$ cat config.mk
export PLATFORM = sky130hd
export DESIGN_NAME = nibble_deserializer_flat
export DESIGN_NICKNAME = d
export VERILOG_FILES = /design/src/rtl/nibble_deserializer_pkg.sv /design/src/rtl/nibble_deserializer_if.sv /design/src/rtl/nibble_deserializer_idle_timer.sv /design/src/rtl/nibble_deserializer.sv /design/src/flat_wrapper.sv
export SDC_FILE = /design/constraint.sdc
export NUM_CORES = 1
export LEC_CHECK = 0
export CORE_UTILIZATION = 35
export CTS_BUF_LIST = sky130_fd_sc_hd__clkbuf_8
export CTS_CLUSTER_DIAMETER = 50
export DETAILED_ROUTE_END_ITERATION = 10
export PLACE_DENSITY = 0.53
export SLEW_MARGIN = 10
export SYNTH_ARGS = -nofsm -noshare
export SYNTH_HDL_FRONTEND = slang
export SYNTH_SLANG_ARGS = --single-unit
$ cat constraint.sdc
create_clock -name clk -period 2.15 [get_ports clk]
set_input_delay 0.43 -clock clk [delete_from_list [all_inputs] [get_ports clk]]
set_output_delay 0.43 -clock clk [all_outputs]
set_load 0.05 [all_outputs]
$ cat src/rtl/nibble_deserializer_pkg.sv
// Shared definitions for the nibble deserializer: state encodings and frame length.
// Frame length depends on NIBBLE_PARITY_EN (5-bit frames with a trailing even-parity bit).
package nibble_deserializer_pkg;

  localparam logic [1:0] ST_IDLE  = 2'd0;
  localparam logic [1:0] ST_SHIFT = 2'd1;
  localparam logic [1:0] ST_HOLD  = 2'd2;

`ifdef NIBBLE_PARITY_EN
  localparam int FRAME_BITS = 5;
`else
  localparam int FRAME_BITS = 4;
`endif

  localparam int CNT_W = 3;

  // An odd number of ones over the whole frame means even parity was violated
  function automatic logic parity_odd(input logic [FRAME_BITS-1:0] v);
    return ^v;
  endfunction

endpackage

$ cat src/rtl/nibble_deserializer_if.sv
// Serial-in / nibble-out bus of the deserializer.
// master = upstream/downstream side, slave = the deserializer itself.
interface nibble_deserializer_if;
  logic sin;
  logic sin_valid;
  logic out_ready;
  logic clr_ovr;
  logic a, b, c, d;
  logic out_valid;
  logic overrun;
  logic timeout;
  logic par_err;

  modport master (
    output sin, sin_valid, out_ready, clr_ovr,
    input  a, b, c, d, out_valid, overrun, timeout, par_err
  );

  modport slave (
    input  sin, sin_valid, out_ready, clr_ovr,
    output a, b, c, d, out_valid, overrun, timeout, par_err
  );
endinterface

$ cat src/rtl/nibble_deserializer_idle_timer.sv
// Saturating idle counter; expired flags the run cycle that brings the count to TIMEOUT.
module nib_idle_timer #(
  parameter int TIMEOUT = 15,
  parameter int TO_W    = 4
) (
  input  logic clk,
  input  logic rst,
  input  logic clear,
  input  logic run,
  output logic expired
);

  logic [TO_W-1:0] r_cnt;

  always_ff @(posedge clk) begin
    if (rst || clear)                       r_cnt <= '0;
    else if (run && r_cnt != TO_W'(TIMEOUT)) r_cnt <= r_cnt + 1'b1;
  end

  assign expired = run && (r_cnt == TO_W'(TIMEOUT - 1));

endmodule

$ cat src/rtl/nibble_deserializer.sv
// MSB-first serial-to-nibble deserializer with valid/ready hold, overrun and idle timeout.
// Build option: NIBBLE_PARITY_EN adds a trailing even-parity bit per frame and drives par_err.
module nibble_deserializer
  import nibble_deserializer_pkg::*;
#(
  parameter int TIMEOUT = 15,
  parameter int TO_W    = 4
) (
  input logic                  clk,
  input logic                  rst,
  nibble_deserializer_if.slave bus
);

  logic [1:0]            r_state;
  logic [FRAME_BITS-1:0] r_shift;
  logic [CNT_W-1:0]      r_cnt;
  logic                  r_overrun;
  logic                  r_timeout;

  logic [FRAME_BITS-1:0] w_shift_nxt;
  logic                  w_last;
  logic                  w_drop;
  logic                  w_expired;
  logic                  w_timer_clr;
  logic                  w_timer_run;

  assign w_shift_nxt = {r_shift[FRAME_BITS-2:0], bus.sin};
  assign w_last      = (r_cnt == CNT_W'(FRAME_BITS - 1));
  assign w_drop      = (r_state == ST_HOLD) && bus.sin_valid && !bus.out_ready;
  assign w_timer_run = (r_state == ST_SHIFT) && !bus.sin_valid;
  assign w_timer_clr = (r_state != ST_SHIFT) || bus.sin_valid;

  nib_idle_timer #(
    .TIMEOUT (TIMEOUT),
    .TO_W    (TO_W)
  ) u_idle_timer (
    .clk     (clk),
    .rst     (rst),
    .clear   (w_timer_clr),
    .run     (w_timer_run),
    .expired (w_expired)
  );

  always_ff @(posedge clk) begin
    if (rst) begin
      r_state   <= ST_IDLE;
      r_shift   <= '0;
      r_cnt     <= '0;
      r_timeout <= 1'b0;
    end else begin
      r_timeout <= 1'b0;
      case (r_state)
        ST_IDLE: begin
          if (bus.sin_valid) begin
            r_shift <= w_shift_nxt;
            r_cnt   <= CNT_W'(1);
            r_state <= ST_SHIFT;
          end
        end
        ST_SHIFT: begin
          if (bus.sin_valid) begin
            r_shift <= w_shift_nxt;
            if (w_last) begin
              r_cnt   <= '0;
              r_state <= ST_HOLD;
            end else begin
              r_cnt <= r_cnt + 1'b1;
            end
          end else if (w_expired) begin
            // Abort keeps the partial bits on a..d; only the frame state is dropped
            r_timeout <= 1'b1;
            r_cnt     <= '0;
            r_state   <= ST_IDLE;
          end
        end
        ST_HOLD: begin
          if (bus.out_ready) begin
            if (bus.sin_valid) begin
              r_shift <= w_shift_nxt;
              r_cnt   <= CNT_W'(1);
              r_state <= ST_SHIFT;
            end else begin
              r_state <= ST_IDLE;
            end
          end
        end
        default: begin
          r_cnt   <= '0;
          r_state <= ST_IDLE;
        end
      endcase
    end
  end

  // A new drop outranks a clear in the same cycle
  always_ff @(posedge clk) begin
    if (rst)              r_overrun <= 1'b0;
    else if (w_drop)      r_overrun <= 1'b1;
    else if (bus.clr_ovr) r_overrun <= 1'b0;
  end

  assign {bus.a, bus.b, bus.c, bus.d} = r_shift[FRAME_BITS-1 -: 4];
  assign bus.out_valid = (r_state == ST_HOLD);
  assign bus.overrun   = r_overrun;
  assign bus.timeout   = r_timeout;

`ifdef NIBBLE_PARITY_EN
  assign bus.par_err = bus.out_valid && parity_odd(r_shift);
`else
  assign bus.par_err = 1'b0;
`endif

endmodule

$ cat src/flat_wrapper.sv
// flat-port wrapper written by rule: the top's interface ports become plain ports
module nibble_deserializer_flat import nibble_deserializer_pkg::*;
#(
  parameter int TIMEOUT = 15,
  parameter int TO_W    = 4
)
  (clk, rst, bus_sin, bus_sin_valid, bus_out_ready, bus_clr_ovr, bus_a, bus_b, bus_c, bus_d, bus_out_valid, bus_overrun, bus_timeout, bus_par_err);
  nibble_deserializer_if bus_i ();
  input logic clk;
  input logic rst;
  input wire logic [$bits(bus_i.sin)-1:0] bus_sin;
  input wire logic [$bits(bus_i.sin_valid)-1:0] bus_sin_valid;
  input wire logic [$bits(bus_i.out_ready)-1:0] bus_out_ready;
  input wire logic [$bits(bus_i.clr_ovr)-1:0] bus_clr_ovr;
  output wire logic [$bits(bus_i.a)-1:0] bus_a;
  output wire logic [$bits(bus_i.b)-1:0] bus_b;
  output wire logic [$bits(bus_i.c)-1:0] bus_c;
  output wire logic [$bits(bus_i.d)-1:0] bus_d;
  output wire logic [$bits(bus_i.out_valid)-1:0] bus_out_valid;
  output wire logic [$bits(bus_i.overrun)-1:0] bus_overrun;
  output wire logic [$bits(bus_i.timeout)-1:0] bus_timeout;
  output wire logic [$bits(bus_i.par_err)-1:0] bus_par_err;
  assign bus_i.sin = bus_sin;
  assign bus_i.sin_valid = bus_sin_valid;
  assign bus_i.out_ready = bus_out_ready;
  assign bus_i.clr_ovr = bus_clr_ovr;
  assign bus_a = bus_i.a;
  assign bus_b = bus_i.b;
  assign bus_c = bus_i.c;
  assign bus_d = bus_i.d;
  assign bus_out_valid = bus_i.out_valid;
  assign bus_overrun = bus_i.overrun;
  assign bus_timeout = bus_i.timeout;
  assign bus_par_err = bus_i.par_err;
  nibble_deserializer #(.TIMEOUT(TIMEOUT), .TO_W(TO_W)) u_core (.clk(clk), .rst(rst), .bus(bus_i));
endmodule
==> results of run 1 <==
[cell type report]
cell class / instances / area share
repair buffers: 13 / 0.136
well taps: 27 / 0.0367
multi-input cells: 58 / 0.444
flip-flops and latches: 15 / 0.326
clock buffers: 3 / 0.0448
clock inverters: 1 / 0.00408
inverters: 2 / 0.00815
[worst min path at each step]
stage,from,endpoint
final,u_core.r_cnt[2],u_core.r_cnt[2]
after global routing,u_core.r_cnt[2],u_core.r_cnt[2]
after CTS,u_core.r_cnt[1],u_core.r_cnt[1]
after detailed placement,u_core.r_cnt[1],u_core.r_cnt[1]
after global placement,u_core.bus.overrun,u_core.bus.overrun
after floorplan,u_core.r_cnt[1],u_core.r_cnt[1]
[per-stage QoR]
stage	cells	setup slack (ns)	util	total power [mW]	instance area (um2)
2_1_floorplan	79	0.568	-	0.349	741
3_3_place_gp	115	0.328	0.442	0.367	876
3_5_place_dp	115	0.275	0.442	0.368	876
4_1_cts	119	0.299	0.465	0.594	921
5_1_grt	119	0.265	0.465	0.609	921
6_report	119	0.312	0.465	0.584	921
[logic make-up after synthesis]
group | after synthesis | share of synthesized area
compound gates | 13 | 0.144
xor+xnor | 1 | 0.0118
fa+ha+maj | 3 | 0.0507
buf+inv | 6 | 0.0422
flops | 15 | 0.405
mux | 4 | 0.0541
other cells | 1 | 0.00506
simple gates | 36 | 0.287
[state kept, by name (all words and copies together), names as in the netlist]
| name | flops |
|---|---|
| u_core.r_cnt | 3 |
| u_core.r_state | 2 |
| u_core.bus.timeout | 1 |
| u_core.bus.overrun | 1 |
| u_core.u_idle_timer.r_cnt | 4 |
| u_core.r_shift | 4 |
[cells in the final DEF (no fill, tap or decap), drive strengths merged]
master          n
a21oi           5
mux2i           4
nor3b           2
a31oi           1
inv             3
a41oi           1
nor2           16
nor3            4
or3             1
nand2b          5
nand3           3
clkdlybuf4s50  11
clkbuf          3
nand2           2
a211oi          3
dfxtp          15
buf             2
o21ai           2
nand3b          2
ha              3
conb            1
a21boi          1
xnor2           1
nor2b           1
[where the power goes]
part	switching [mW]	total [mW]	internal (mW)	leakage, nW
Clock	0.0966	0.223	0.126	0.0269
Sequential	0.00919	0.294	0.285	0.122
Combinational	0.0362	0.0672	0.0310	0.207
Total	0.142	0.584	0.442	0.356
[metal layers]
| metal | track usage | share of wire |
|---|---|---|
| met3 | 0.0566 | 0.036 |
| met2 | 0.165 | 0.46 |
| met4 | 0.0500 | 0.0088 |
| met5 | 0 | 0 |
| met1 | 0.176 | 0.50 |
[synthesized netlist by cell type, drive strengths merged]
master / instances
o21ai: 2
ha: 3
mux2i: 4
a21boi: 1
nor2: 16
or3: 1
a211oi: 3
dfxtp: 15
nand3: 3
buf: 3
nor3: 4
nand2: 2
nor3b: 2
nor2b: 1
inv: 2
a21oi: 5
nand3b: 2
a31oi: 1
a41oi: 1
clkbuf: 1
nand2b: 5
xnor2: 1
conb: 1
==> summary.md, run 1 <==
| Metric | Value |
|---|---|
| Core Footprint | `0.00198 mm2` |
| Slowest CP cell | `clkdlybuf4s50_1` |
| Synth Register Bits | `15` |
| First-pass GRT wire length | `slightly below 2000 um` |
| Origin of the worst setup path | `u_core.r_shift[0]` |
| Worst-path clk slew | `roughly 0.06 ns` |
| Deepest clock path buffer count | `2` |
| Die footprint | `roughly 0.0023 mm2` |
| Synth top area share | `0.405` |
| Max Freq | `between 500 and 600 MHz` |
| CP arrival | `1.41 ns` |
| GP Congestion | `about 0.74` |
| Bufs and invs on worst path | `1` |
| Crit-path cells | `clkdlybuf4s50_1` |
| Hold_buf cts | `0` |
| Worst Tran Pin Value | `0.497 ns` |
| R2R Setup Slk | `around 0.74 ns` |
| Number of global-route vias before repair | `446` |
| RSZ-0062 raised after global routing | `no` |
| N_diodes | `0` |
| Initial antenna violation count | `0` |
| Critical path's top delay family | `buffers and inverters` |
| Fin crit period | `approximately 1.8 ns` |
| Hold Crit Class | `reg2reg` |
| Reg2reg end | `u_core.r_cnt[0]` |
| Max VDD drop | `a little under 0.6 mV` |
| GRT overflow | `0` |
| Syn. warnings | `0` |
| CTS H-Tree Depth | `1` |
| Yosys cell types | `27` |
| Reg2Reg Launch Point | `u_core.u_idle_timer.r_cnt[0]` |
| Fill cells | `~190` |
| R2r worst-path depth | `6` |
| CP Depth | `1` |
| Synthesized area | `around 740 um2` |
| DRC viols | `0` |
| Synth area leaders | `dfxtp_1, nor2_1, mux2i_1` |
| Total number of vias | `551` |
| Overall die width | `48.0 um` |
| Worst Path Class, Setup | `reg2out` |
| Slowest stage delay, CP | `just over 0.8 ns` |
| Area occupied by multi-input gates | `approximately 410 um2` |
| DR pass1 iterations | `4` |
| Pin count of the biggest net entering global routing | `11` |
| Synth-to-Final Area Change | `24.3%` |
| Crit path required time | `roughly 1.7 ns` |
| PortBufs | `12` |
| Final setup vio count | `0` |
| CTS buffer count | `3` |
| TNS Setup | `0 ns` |
| Max-Cap Viols | `0` |
| Detailed-placement wirelength estimate | `between 900 and 1000 um` |
| Synth Instances | `about 80` |
| CP Max Fanout | `3` |
| Worst Skew | `0.00289 ns` |
| Routed WL | `1250 um` |
| Status | `complete, no violations` |
| Sequential share of the synthesized area | `0.405` |
| Total track usage | `0.126` |
| CP Launch Type | `flop` |
| Clk Latency, worst-skew pair | `between 0.2 and 0.25 ns` |
| Final Cycle Share | `0.855` |
| DR iter-0 viols | `6` |
| Crit path capture | `bus_d` |
| Pwr/cell area | `around 630 mW/mm2` |
| CTS Sinks | `15` |
| Hold_ws | `0.476 ns` |
| WHS Path Cells | `1` |
| Area leader, netlist | `dfxtp_1` |
| Initial Util | `0.374` |
| Leak pwr | `approximately 0.36 nW` |
| Final Max Slew Viols | `0` |
| Post-route ant nets | `0` |
| Proportion of layout cells with a drive suffix above 1 | `0.152` |
| PostCTS Resize Cnt | `0` |
| Nets | `~100` |
| FP Rows | `16` |
| Register area | `roughly 300 um2` |
| Syn avg cell area | `~9.4 um2` |
| I/O pin count | `14` |
| WL/cell | `10.5 um` |
| CTS tree | `yes` |
| Die span in y | `about 48 um` |
| Syn nets | `between 80 and 90` |
| Fin. Hold Viols | `0` |
| Clock root buffer | `clkbuf_8` |
| Worst Setup End Kind | `output port` |
| DR vias/cell | `roughly 4.6` |
| Slew margin rel. | `0.668` |
| Post-CTS setup buffer count | `0` |
(Power assumes the default switching activity.)
==> inputs of run 2 (changes only) <==
--- a/config.mk
+++ b/config.mk
@@ -14,3 +14,4 @@
 export SYNTH_ARGS = -nofsm -noshare
 export SYNTH_HDL_FRONTEND = slang
 export SYNTH_SLANG_ARGS = --single-unit
+export TNS_END_PERCENT = 5
==> results of run 2 <==
No change in the layout: final DEF, timing and power equal those of run 1.
==> inputs of run 3 (changes only) <==
--- a/config.mk
+++ b/config.mk
@@ -5,11 +5,13 @@
 export SDC_FILE = /design/constraint.sdc
 export NUM_CORES = 1
 export LEC_CHECK = 0
+export CELL_PAD_IN_SITES_DETAIL_PLACEMENT = 1
+export CELL_PAD_IN_SITES_GLOBAL_PLACEMENT = 1
 export CORE_UTILIZATION = 35
 export CTS_BUF_LIST = sky130_fd_sc_hd__clkbuf_8
 export CTS_CLUSTER_DIAMETER = 50
 export DETAILED_ROUTE_END_ITERATION = 10
-export PLACE_DENSITY = 0.53
+export PLACE_DENSITY = 0.68
 export SLEW_MARGIN = 10
 export SYNTH_ARGS = -nofsm -noshare
 export SYNTH_HDL_FRONTEND = slang
==> run 3 against run 2 <==
Net effect: flip-flop and latch count is the same; die area is the same; non-clock buffer count did not move; power is 0.60% lower; cell count did not move; register-to-register slack about the same; count of clock-buffer cells in the layout unchanged; critical endpoint unchanged; largest cell class unchanged.
==> summary.md, run 3 (same netlist as run 1, synthesis figures left out) <==
| Metric | Value |
|---|---|
| Status | `complete, no violations` |
| Slew margin rel. | `0.666 (-0.00185)` |
| Dpl ws | `0.299 ns (+0.0242 ns)` |
| Pin count of the biggest net entering global routing | `11 (unchanged)` |
| Dpl cell area | `876 um2 (unchanged)` |
| Crit-path cells | `clkdlybuf4s50_1` |
| Nets | `102 (unchanged)` |
| R2R Setup Slk | `0.74 ns (about the same)` |
| Deepest clock path buffer count | `2 (unchanged)` |
| RSZ-0062 raised after global routing | `no` |
| DR vias/cell | `4.78 (+3.3%)` |
| Hold_ws | `0.469 ns (-0.00768 ns)` |
| Worst-path clk slew | `0.06 ns (about the same)` |
| N_diodes | `0 (unchanged)` |
| Proportion of layout cells with a drive suffix above 1 | `0.152 (unchanged)` |
| Clk Latency, worst-skew pair | `0.24 ns (about the same)` |
| Overall die width | `48.0 um (unchanged)` |
| CTS tree | `yes` |
| Synth-to-Final Area Change | `24.3% (unchanged)` |
| Final design utilization | `0.465 (unchanged)` |
| Initial Util | `0.374 (unchanged)` |
| Fin crit period | `1.85 ns (+0.0108 ns)` |
| Reg2Reg Launch Point | `u_core.u_idle_timer.r_cnt[0]` |
| DRC viols | `0 (unchanged)` |
| Most frequent cells in the layout | `nor2_1, dfxtp_1, clkdlybuf4s50_1` |
| TNS Setup | `0 ns (unchanged)` |
| Detailed-placement wirelength estimate | `967 um (+5.3%)` |
| Max VDD drop | `0.262 mV (-55%)` |
| I/O pin count | `14 (unchanged)` |
| Total power | `0.580 mW (-0.60%)` |
| Setup ws final | `0.301 ns (-0.0108 ns)` |
| Clock root buffer | `clkbuf_8` |
| CTS Sinks | `15 (unchanged)` |
| CP Depth | `1 (unchanged)` |
| Critical path's top delay family | `buffers and inverters` |
| Worst Path Class, Setup | `reg2out` |
| R2r worst-path depth | `6 (unchanged)` |
| DR pass1 iterations | `4 (unchanged)` |
| Routed WL | `1390 um (+11%)` |
| FP Rows | `16 (unchanged)` |
| Total track usage | `0.138 (+0.0124)` |
| Fin cells | `119 (unchanged)` |
| Worst Setup End Kind | `output port` |
| Pwr/cell area | `630 mW/mm2 (-0.60%)` |
| Number of global-route vias before repair | `459 (+2.9%)` |
| Fill cells | `229 (+21%)` |
| CP arrival | `1.42 ns (about the same)` |
| GP Congestion | `0.732 (-1.3%)` |
| Max-Cap Viols | `0 (unchanged)` |
| Post-route ant nets | `0 (unchanged)` |
| Most common cell after layout, fill and taps aside | `nor2_1` |
| Total number of vias | `569 (+3.3%)` |
| DR iter-0 viols | `6 (unchanged)` |
| First-pass GRT wire length | `2070 um (+6.0%)` |
| PortBufs | `12 (unchanged)` |
| Crit path capture | `bus_d` |
| Die span in y | `48.0 um (unchanged)` |
| Origin of the worst setup path | `u_core.r_shift[0]` |
| Slowest stage delay, CP | `0.81 ns (about the same)` |
| Dpl cells | `115 (unchanged)` |
| GRT overflow | `0 (unchanged)` |
| Largest registers | `u_core.r_shift (4), u_core.u_idle_timer.r_cnt (4), u_core.r_cnt (3)` |
| Worst Tran Pin Value | `0.499 ns (+0.00277 ns)` |
| Max Freq | `541 MHz (-0.59%)` |
| Worst Skew | `0.00126 ns (-0.00163 ns)` |
| Die footprint | `0.00230 mm2 (unchanged)` |
| Reg2reg end | `u_core.r_cnt[0]` |
| Crit path required time | `1.72 ns (about the same)` |
| Final Cell Area | `921 um2 (unchanged)` |
| Leak pwr | `0.356 nW (unchanged)` |
| Bufs and invs on worst path | `1 (unchanged)` |
| CTS H-Tree Depth | `1 (unchanged)` |
| CP Launch Type | `flop` |
| Slowest CP cell | `clkdlybuf4s50_1` |
| PostCTS Resize Cnt | `0 (unchanged)` |
| Final Max Slew Viols | `0 (unchanged)` |
| Final setup vio count | `0 (unchanged)` |
| Fin. Hold Viols | `0 (unchanged)` |
| Hold_buf cts | `0 (unchanged)` |
| Final Cycle Share | `0.860 (+0.00504)` |
| WL/cell | `11.6 um (+11%)` |
| CTS buffer count | `3 (unchanged)` |
| Post-CTS setup buffer count | `0 (unchanged)` |
| Initial antenna violation count | `0 (unchanged)` |
| CP Max Fanout | `3 (unchanged)` |
| Core Footprint | `0.00198 mm2 (unchanged)` |
| Hold Crit Class | `reg2reg` |
run 3: cell counts in the layout (fill, tap and decap cells not counted):
Identical to the previous run, type by type.
run 3: worst min path at each step:
stage	start	end	slack (ns)	cells after the start
2_1_floorplan	u_core.r_cnt[1]	u_core.r_cnt[1]	0.46	2
3_3_place_gp	u_core.bus.overrun	u_core.bus.overrun	0.46	2
3_5_place_dp	u_core.bus.overrun	u_core.bus.overrun	0.47	2
4_1_cts	u_core.bus.overrun	u_core.bus.overrun	0.48	2
5_1_grt	u_core.bus.overrun	u_core.bus.overrun	0.49	2
6_report	u_core.bus.overrun	u_core.bus.overrun	0.47	2
run 3: cell type report:
| type | instances | area (um2) | share of cell area |
|---|---|---|---|
| Inverter | 2 | 7.51 | 0.00815 |
| Timing Repair Buffer | 13 | 125 | 0.136 |
| Clock inverter | 1 | 3.75 | 0.00408 |
| Sequential cell | 15 | 300 | 0.326 |
| Tap cell | 27 | 33.8 | 0.0367 |
| Clock buffer | 3 | 41.3 | 0.0448 |
| Multi-Input combinational cell | 58 | 409 | 0.444 |
run 3: routing by layer:
metal / global-route usage / up-vias / part of all wire
met5: 0 / - / 0
met4: 0.0833 / 0 / 0.0079
met3: 0.0453 / 2 / 0.027
met2: 0.197 / 4 / 0.48
met1: 0.179 / 267 / 0.48
li1: - / 296 / -
run 3: where the power goes:
part | total [mW] | switching (mW) | internal, mW
clock | 0.218 | 0.0923 | 0.126
combinational | 0.0678 | 0.0369 | 0.0309
sequential | 0.294 | 0.00945 | 0.285
total | 0.580 | 0.139 | 0.442
